**config.mk**
```make
export PLATFORM = sky130hd
export DESIGN_NAME = box_anim_ctrl_flat
export DESIGN_NICKNAME = d
export VERILOG_FILES = /design/src/rtl/box_anim_ctrl_pkg.sv /design/src/rtl/box_anim_ctrl_if.sv /design/src/rtl/box_anim_ctrl_frame_timer.sv /design/src/rtl/box_anim_ctrl.sv /design/src/flat_wrapper.sv
export SDC_FILE = /design/constraint.sdc
export NUM_CORES = 1
export LEC_CHECK = 0
export ABC_AREA = 1
export BUFFER_PORTS_ARGS = -buffer_cell sky130_fd_sc_hd__clkbuf_2
export CORE_ASPECT_RATIO = 0.75
export CORE_MARGIN = 2
export CORE_UTILIZATION = 25
export DETAILED_ROUTE_END_ITERATION = 10
export PLACE_DENSITY_LB_ADDON = 0.3
export SYNTH_ARGS = -nofsm -noshare
export SYNTH_HDL_FRONTEND = slang
export SYNTH_SLANG_ARGS = --single-unit
```
**constraint.sdc**
```tcl
create_clock -name clock -period 2.45 [get_ports clock]
set_clock_uncertainty 0.15 [all_clocks]
set_input_delay 0.49 -clock clock [delete_from_list [all_inputs] [get_ports clock]]
set_output_delay 0.49 -clock clock [all_outputs]
set_load 0.005 [all_outputs]
```
**src/rtl/box_anim_ctrl_pkg.sv**
```systemverilog
// Shared types and constants for the bouncing-box animation sequencer.
package box_anim_pkg;

  typedef enum logic [2:0] {
    IDLE,
    DRAW,
    WAIT,
    ERASE,
    UPDATE
  } state_e;

  localparam int          BOX_SIZE = 4;
  localparam logic [2:0]  BLACK    = 3'b000;
  localparam int          X_W      = 8;
  localparam int          Y_W      = 7;

endpackage

```
**src/rtl/box_anim_ctrl_if.sv**
```systemverilog
// Pixel write port from the animation sequencer to the VGA adapter.
interface box_anim_ctrl_if;
  import box_anim_pkg::*;

  logic [X_W-1:0] x;
  logic [Y_W-1:0] y;
  logic [2:0]     color;
  logic           plot;

  modport master (output x, output y, output color, output plot);
  modport slave  (input  x, input  y, input  color, input  plot);
endinterface

```
**src/rtl/box_anim_ctrl_frame_timer.sv**
```systemverilog
// Frame delay and frame counters; counts only while en is high, zeroed by clr.
module frame_timer #(
  parameter int unsigned DELAY_CYCLES    = 833334,
  parameter int unsigned FRAMES_PER_MOVE = 15
) (
  input  logic clock,
  input  logic reset,
  input  logic clr,
  input  logic en,
  output logic frame_tick,
  output logic move_due
);

  localparam int DW = (DELAY_CYCLES > 1) ? $clog2(DELAY_CYCLES) : 1;
  localparam int FW = (FRAMES_PER_MOVE > 1) ? $clog2(FRAMES_PER_MOVE) : 1;
  localparam logic [DW-1:0] DELAY_LAST = DW'(DELAY_CYCLES - 1);
  localparam logic [FW-1:0] FRAME_LAST = FW'(FRAMES_PER_MOVE - 1);

  logic [DW-1:0] delay_cnt_q, delay_cnt_d;
  logic [FW-1:0] frame_cnt_q, frame_cnt_d;

  assign frame_tick = en && (delay_cnt_q == DELAY_LAST);
  assign move_due   = frame_tick && (frame_cnt_q == FRAME_LAST);

  always_comb begin
    delay_cnt_d = delay_cnt_q;
    frame_cnt_d = frame_cnt_q;
    if (clr) begin
      delay_cnt_d = '0;
      frame_cnt_d = '0;
    end else if (en) begin
      if (frame_tick) begin
        delay_cnt_d = '0;
        frame_cnt_d = move_due ? '0 : frame_cnt_q + FW'(1);
      end else begin
        delay_cnt_d = delay_cnt_q + DW'(1);
      end
    end
  end

  always_ff @(posedge clock or negedge reset) begin
    if (!reset) begin
      delay_cnt_q <= '0;
      frame_cnt_q <= '0;
    end else begin
      delay_cnt_q <= delay_cnt_d;
      frame_cnt_q <= frame_cnt_d;
    end
  end

endmodule

```
**src/rtl/box_anim_ctrl.sv**
```systemverilog
// Bouncing-box animation sequencer: draw, wait, erase, move, one pixel per cycle.
// Optional: define BOX_ANIM_COLOR_CYCLE_EN to advance the colour on every bounce.
module box_anim_ctrl
  import box_anim_pkg::*;
#(
  parameter int unsigned DELAY_CYCLES    = 833334,
  parameter int unsigned FRAMES_PER_MOVE = 15,
  parameter int unsigned X_MAX           = 160,
  parameter int unsigned Y_MAX           = 120,
  parameter int unsigned Y_START         = 60
) (
  input  logic                   clock,
  input  logic                   reset,
  input  logic                   go,
  input  logic                   stop,
  input  logic [2:0]             color_in,
  box_anim_ctrl_if.master        pix,
  output logic                   busy,
  output logic                   frame_tick
);

  localparam logic [X_W-1:0] X_LIM = X_W'(X_MAX - BOX_SIZE);
  localparam logic [Y_W-1:0] Y_LIM = Y_W'(Y_MAX - BOX_SIZE);

  state_e         state_q, state_d;
  logic [3:0]     pix_cnt_q, pix_cnt_d;
  logic [X_W-1:0] x_pos_q, x_pos_d;
  logic [Y_W-1:0] y_pos_q, y_pos_d;
  logic           dir_x_q, dir_x_d;
  logic           dir_y_q, dir_y_d;
  logic [2:0]     color_q, color_d;
  logic           timer_clr, timer_en, move_due;
  logic           bounce_x, bounce_y;

  frame_timer #(
    .DELAY_CYCLES    (DELAY_CYCLES),
    .FRAMES_PER_MOVE (FRAMES_PER_MOVE)
  ) u_frame_timer (
    .clock      (clock),
    .reset      (reset),
    .clr        (timer_clr),
    .en         (timer_en),
    .frame_tick (frame_tick),
    .move_due   (move_due)
  );

  // Counters run only in WAIT, so every WAIT starts from zero.
  assign timer_en  = (state_q == WAIT);
  assign timer_clr = (state_q != WAIT);

  assign bounce_x = dir_x_q ? (x_pos_q == X_LIM) : (x_pos_q == '0);
  assign bounce_y = dir_y_q ? (y_pos_q == Y_LIM) : (y_pos_q == '0);

  assign pix.x = x_pos_q + {{(X_W-2){1'b0}}, pix_cnt_q[1:0]};
  assign pix.y = y_pos_q + {{(Y_W-2){1'b0}}, pix_cnt_q[3:2]};

  always_comb begin
    state_d   = state_q;
    pix_cnt_d = pix_cnt_q;
    x_pos_d   = x_pos_q;
    y_pos_d   = y_pos_q;
    dir_x_d   = dir_x_q;
    dir_y_d   = dir_y_q;
    color_d   = color_q;
    pix.plot  = 1'b0;
    pix.color = BLACK;
    busy      = (state_q != IDLE);

    unique case (state_q)
      IDLE: begin
        if (go) begin
          color_d   = color_in;
          pix_cnt_d = '0;
          state_d   = DRAW;
        end
      end
      DRAW: begin
        pix.plot  = 1'b1;
        pix.color = color_q;
        pix_cnt_d = pix_cnt_q + 4'd1;
        if (pix_cnt_q == 4'hF) begin
          pix_cnt_d = '0;
          state_d   = WAIT;
        end
      end
      WAIT: begin
        if (move_due) begin
          pix_cnt_d = '0;
          state_d   = ERASE;
        end
      end
      ERASE: begin
        pix.plot  = 1'b1;
        pix.color = BLACK;
        pix_cnt_d = pix_cnt_q + 4'd1;
        if (pix_cnt_q == 4'hF) begin
          pix_cnt_d = '0;
          state_d   = stop ? IDLE : UPDATE;
        end
      end
      UPDATE: begin
        // A bounce reverses direction and steps one pixel back in the same cycle.
        if (bounce_x) begin
          dir_x_d = ~dir_x_q;
          x_pos_d = dir_x_q ? x_pos_q - 8'd1 : 8'd1;
        end else begin
          x_pos_d = dir_x_q ? x_pos_q + 8'd1 : x_pos_q - 8'd1;
        end
        if (bounce_y) begin
          dir_y_d = ~dir_y_q;
          y_pos_d = dir_y_q ? y_pos_q - 7'd1 : 7'd1;
        end else begin
          y_pos_d = dir_y_q ? y_pos_q + 7'd1 : y_pos_q - 7'd1;
        end
`ifdef BOX_ANIM_COLOR_CYCLE_EN
        if (bounce_x || bounce_y) begin
          color_d = (color_q == 3'b111) ? 3'b001 : color_q + 3'd1;
        end
`endif
        pix_cnt_d = '0;
        state_d   = DRAW;
      end
      default: state_d = IDLE;
    endcase
  end

  always_ff @(posedge clock or negedge reset) begin
    if (!reset) begin
      state_q   <= IDLE;
      pix_cnt_q <= '0;
      x_pos_q   <= '0;
      y_pos_q   <= Y_W'(Y_START);
      dir_x_q   <= 1'b1;
      dir_y_q   <= 1'b0;
      color_q   <= '0;
    end else begin
      state_q   <= state_d;
      pix_cnt_q <= pix_cnt_d;
      x_pos_q   <= x_pos_d;
      y_pos_q   <= y_pos_d;
      dir_x_q   <= dir_x_d;
      dir_y_q   <= dir_y_d;
      color_q   <= color_d;
    end
  end

endmodule

```
**src/flat_wrapper.sv**
```systemverilog
// flat-port wrapper written by rule: the top's interface ports become plain ports
module box_anim_ctrl_flat import box_anim_pkg::*;
#(
  parameter int unsigned DELAY_CYCLES    = 833334,
  parameter int unsigned FRAMES_PER_MOVE = 15,
  parameter int unsigned X_MAX           = 160,
  parameter int unsigned Y_MAX           = 120,
  parameter int unsigned Y_START         = 60
)
  (clock, reset, go, stop, color_in, busy, frame_tick, pix_x, pix_y, pix_color, pix_plot);
  box_anim_ctrl_if pix_i ();
  input  logic clock;
  input  logic reset;
  input  logic go;
  input  logic stop;
  input  logic [2:0] color_in;
  output logic busy;
  output logic frame_tick;
  output wire logic [$bits(pix_i.x)-1:0] pix_x;
  output wire logic [$bits(pix_i.y)-1:0] pix_y;
  output wire logic [$bits(pix_i.color)-1:0] pix_color;
  output wire logic [$bits(pix_i.plot)-1:0] pix_plot;
  assign pix_x = pix_i.x;
  assign pix_y = pix_i.y;
  assign pix_color = pix_i.color;
  assign pix_plot = pix_i.plot;
  box_anim_ctrl #(.DELAY_CYCLES(DELAY_CYCLES), .FRAMES_PER_MOVE(FRAMES_PER_MOVE), .X_MAX(X_MAX), .Y_MAX(Y_MAX), .Y_START(Y_START)) u_core (.clock(clock), .reset(reset), .go(go), .stop(stop), .color_in(color_in), .pix(pix_i), .busy(busy), .frame_tick(frame_tick));
endmodule
```
# [Word-level counts from Yosys, hierarchy flattened]
# Cells that the tools add are included.
[classes] n_addsub=9 multipliers=0 div=0 magnitude_cmp=0 n_eq_ne=14 shifts=0 mux=27 bitwise=2 n_reduce_logical=16
[ops] op="2-to-1 mux 20 bit" count=3
[ops] op="2-to-1 mux 4 bit" count=7
[ops] op="2-to-1 mux 8 bit" count=3
[ops] op="2-to-1 mux 7 bit" count=3
[ops] op="adder 20 x 1 -> 20 bit, second input constant" count=1
[ops] op="== test 20 bit, second input constant" count=1
[ops] op="2-to-1 mux 3 bit" count=6
[ops] op="one-hot mux 4 bit (4 select lines)" count=1
[ops] op="one-hot mux 3 bit (5 select lines)" count=1
[ops] op="adder 4 x 1 -> 4 bit, second input constant" count=2
[ops] op="adder 8 x 1 -> 8 bit, second input constant" count=1
[ops] op="adder 8 x 2 -> 8 bit" count=1
[ops] op="== test 4 bit, second input constant" count=2
[ops] op="== test 8 bit, second input constant" count=1
[ops] op="zero test 8 bit" count=1
[ops] op="AND reduction 2 bit" count=4
[ops] op="subtractor 8 x 1 -> 8 bit, second input constant" count=1
[ops] op="adder 7 x 1 -> 7 bit, second input constant" count=1
[ops] op="adder 7 x 2 -> 7 bit" count=1
[ops] op="== test 7 bit, second input constant" count=1
[ops] op="zero test 7 bit" count=1
[ops] op="subtractor 7 x 1 -> 7 bit, second input constant" count=1
[ops] op="== test 3 x 2 -> 1 bit, second input constant" count=2
[ops] op="inequality test 2 x 1 -> 1 bit, second input constant" count=3
[ops] op="other kinds (14)" count=19
[word_totals] regBits=51 latch_bits=0 ramBits=0 rom_bits=0 out_inout_bits=21 wordCells=77 n_memories=0

# [Longest topological paths before layout]
[depth] ltp_word=7 ltp_mapped=11

# [Cells and area by module]
# From an unflattened synthesis, not the netlist that was laid out.
[unflattened] cells_unflattened=542 area_unflattened_um2=3828.7
[by_module_without_submodules] mod="box_anim_ctrl" n_inst=1 cells_each=326 area_each_um2=2288.4 seq_area_each_um2=681.9
[by_module_without_submodules] mod="frame_timer" n_inst=1 cells_each=216 area_each_um2=1540.2 seq_area_each_um2=600.6

# [Least setup slack after synthesis]
# Ideal clock, no wire load.
[synth_timing] path_type="reg-to-output" start="register u_core.pix_cnt_q[2]" end="output pix_y[6]" t_arrival_ps=1546 t_required_ps=1810 slack_ps=264 stages_incl_launch_ff=7 path_buffers=0 cell_sequence="dfrtp_1 -> ha_1 -> inv_1 -> fa_1 -> nor3_1 -> nand3_1 -> xor2_1"
[synth_via] elab_chain_cells=1
[synth_rtl] element="start, declared" line="box_anim_ctrl.sv:26" text="logic [3:0] pix_cnt_q, pix_cnt_d;"
[synth_rtl] element="start signal, assigned" line="box_anim_ctrl.sv:138" text="pix_cnt_q <= pix_cnt_d;"
[synth_rtl] element="adder 7 x 2 -> 7 bit" line="box_anim_ctrl.sv:55" text="assign pix.y = y_pos_q + {{(Y_W-2){1'b0}}, pix_cnt_q[3:2]};"
[synth_rtl] element="end, declared" line="flat_wrapper.sv:20" text="output wire logic [$bits(pix_i.y)-1:0] pix_y;"
# No other way between the ends.

# [Final worst setup path]
[layout_timing] start="register u_core.y_pos_q[0]" end="output pix_y[4]"
[layout_via] elab_chain_cells=1
[layout_rtl] element="start, declared" line="box_anim_ctrl.sv:28" text="logic [Y_W-1:0] y_pos_q, y_pos_d;"
[layout_rtl] element="start signal, assigned" line="box_anim_ctrl.sv:132" text="y_pos_q <= Y_W'(Y_START);"
[layout_rtl] element="start signal, assigned" line="box_anim_ctrl.sv:140" text="y_pos_q <= y_pos_d;"
[layout_rtl] element="adder 7 x 2 -> 7 bit" line="box_anim_ctrl.sv:55"
# No other way between the ends.

==> results.sh <==
export IMPL_status="finished clean"
export IMPL_placed_area_um2=4069
export IMPL_h_tree_depth=2
export IMPL_whs_ns=0.002311
export IMPL_final_cell_area_um2=4285
export IMPL_synth_area_um2=3695
export IMPL_io_buffers=27
export IMPL_numCtsBuffers=5
export IMPL_synth_most_common_cell="nand2_1"
export IMPL_wire_per_inst_um=12.10
export IMPL_cap_violations=0
export IMPL_gp_congestion=0.9279
export IMPL_yosysTopAreaCellShare_pct=31.15
export IMPL_grt_overflow=0
export IMPL_grt_pass1_vias=3135
export IMPL_antenna_found_initial=0
export IMPL_dr_pass1_iters=5
export IMPL_r2r_end="u_core.dir_y_q$_DFFE_PN0P_"
export IMPL_finalWirelength_mm=9.052
export IMPL_synth_cells=509
export IMPL_rr_worst_depth=10
export IMPL_maxSlewHeadroom_pct=68.41
export IMPL_ios=28
export IMPL_async_flop_share_pct=100.0
export IMPL_required_ns=1.81
export IMPL_grt_usage_pct=12.02
export IMPL_path_class="register to output pin"
export IMPL_tns_ns=0
export IMPL_ant_nets=0
export IMPL_finalCoreUtilization_pct=29.65
export IMPL_hpwl_mm=7.044
export IMPL_clkTransAtPathRegs_ns=0.06
export IMPL_num_vias=3305
export IMPL_critPathLaunchType="register"
export IMPL_synth_ff_type="dfrtp_1"
export IMPL_powerDensity_nw_per_um2=1068
export IMPL_cts_tree="built"
export IMPL_power_leakage_uw=0.001963
export IMPL_via_per_inst=4.418
export IMPL_syn2layout_area_growth_pct=15.98
export IMPL_initialDrtViolationCount=259
export IMPL_hold_violations=0
export IMPL_rsz0062_at_grt="true"
export IMPL_synth_top_cell_by_area="dfrtp_1"
export IMPL_setup_viol_count_final=0
export IMPL_synth_ff_latch_count=51
export IMPL_synth_yosys_seq_area_share_pct=34.71
export IMPL_cp_end_kind="output pin"
export IMPL_yosysUniqueCellTypes=35
export IMPL_r2r_slack_ns=0.42
export IMPL_maxSlewViolCount=0
export IMPL_clk_path_buf_depth=2
export IMPL_postCtsHoldBufs=0
export IMPL_die_area_um2=15780
export IMPL_yosys_top_cells_area="dfrtp_1 (31%), nand2_1 (11%), nor2_1 (7.3%)"
export IMPL_core_area_um2=14450
export IMPL_cp_arrival_ns=1.77
export IMPL_timing_fmax_mhz=414.3
export IMPL_start_util_pct=25.56
export IMPL_avgSynthCellArea_um2=7.259
export IMPL_peakVddDrop_v=0.0003210
export IMPL_synth_edf_count=0
export IMPL_std_cell_rows=38
export IMPL_fp_dieW_um=144.4
export IMPL_cts_root_buf="clkbuf_16"
export IMPL_layout_min_cycle_time_ns=2.414
export IMPL_rr_startpoint="u_core.y_pos_q[0]$_DFFE_PN0P_"
export IMPL_die_h_um=109.3
export IMPL_diodes=0
export IMPL_fillers=1620
export IMPL_clock_latency_ns=0.29
export IMPL_worst_slew_pin_transition_ns=0.4739
export IMPL_clock_sinks=51
export IMPL_synth_commonest_cells="nand2_1 (107), nor2_1 (72), inv_1 (63)"
export IMPL_drc=0
export IMPL_hp_class="primary input to async pin"
export IMPL_min_period_over_period_pct=98.53
export IMPL_drive_gt1_share_pct=16.97
export IMPL_num_nets_final=571
export IMPL_yosysWarnings=0
export IMPL_crit_path_max_fanout=2
export IMPL_grt_max_degree=37
export IMPL_syn_nets=533
export IMPL_grt_pass1_wl_mm=15.24
[sequential cells by signal, indices dropped and copies added, names as in the netlist]
register,count
u_core.color_q,3
u_core.dir_x_q,1
u_core.dir_y_q,1
u_core.pix_cnt_q,4
u_core.state_q,3
u_core.u_frame_timer.delay_cnt_q,20
u_core.u_frame_timer.frame_cnt_q,4
u_core.x_pos_q,8
u_core.y_pos_q,7
[worst max-delay path, stage by stage, from the launching register on]
cell and delay [ns]:
dfrtp_1 0.35, ha_2 0.19, inv_2 0.04, fa_2 0.36, nor3_2 0.14, buf_4 0.14
xor2_1 0.13, buf_2 0.13
[stage by stage]
stage               instances  power, µW  worst slack [ns]
floorplan                 509       3085            0.2637
global placement          734       3773            0.1651
detailed placement        734       3792            0.1122
CTS                       745       4571          -0.01276
global route              748       5021          -0.06389
finish                    748       4578           0.03612
[per-layer routing]
| layer | up-vias | wire (µm) | GRT usage (%) |
|---|---|---|---|
| li1 | 1695 | - | - |
| met1 | 1532 | 4983 | 18.54 |
| met2 | 74 | 3598 | 17.37 |
| met3 | 4 | 396 | 2.064 |
| met4 | 0 | 74 | 2.635 |
| met5 | - | 0 | 0 |
[worst max path at each step]
stage	startpoint	end	slack (ns)	depth (start not counted)
finish	u_core.y_pos_q[0]$_DFFE_PN0P_	pix_y[4]	0.04	7
global route	u_core.pix_cnt_q[2]$_DFFE_PN0P_	pix_y[6]	-0.06	7
CTS	u_core.y_pos_q[0]$_DFFE_PN0P_	pix_y[4]	-0.01	7
detailed placement	u_core.y_pos_q[0]$_DFFE_PN0P_	pix_y[4]	0.11	7
global placement	u_core.y_pos_q[0]$_DFFE_PN0P_	pix_y[4]	0.17	7
floorplan	u_core.pix_cnt_q[2]$_DFFE_PN0P_	pix_y[6]	0.26	6
[cells in the final DEF, fill, tap and decap left out, drive strengths merged, types with 15 or more instances in the layout]
cell	count
nor2	78
o21ai	21
nand2	113
clkbuf	32
xor2	30
buf	15
a21oi	19
nand3	50
ha	15
inv	73
dfrtp	46
nand4	16
nor3	17
[report_power, final]
part | leakage (µW) | switching, µW | internal (µW)
Clock | 0.0000739 | 302 | 406
Combinational | 0.00122 | 1510 | 967
Sequential | 0.000666 | 306 | 1090
Total | 0.00196 | 2110 | 2460
[cell families after synthesis]
group,count (synthesis),synth area share [%]
AND/OR/NAND/NOR,278,34.54
AO/OA/AOI/OAI,46,6.807
flip-flops,51,34.71
XOR/XNOR,35,8.297
buffers and inverters,82,9.482
adder cells (fa/ha/maj),17,6.163
[timing repair]
action | 4_1_cts | 5_1_grt
pin swaps | 1 | 2
setup endpoints to repair | 4 | 5
resized for setup | 3 | 7
endpoints found under the hold margin | 0 | 0
buffers inserted | 3 | 3
[cell type report]
type / count / area (µm²) / area share [%]
Clock buffer: 7 / 142.6 / 3.328
Clock inverter: 1 / 5.005 / 0.1168
Inverter: 73 / 274.0 / 6.394
Multi-Input combinational cell: 376 / 2086 / 48.67
Sequential cell: 51 / 1282 / 29.93
Tap cell: 200 / 250.2 / 5.839
Timing Repair Buffer: 40 / 245.2 / 5.723
No activity file was read; power rests on OpenSTA's default activity.
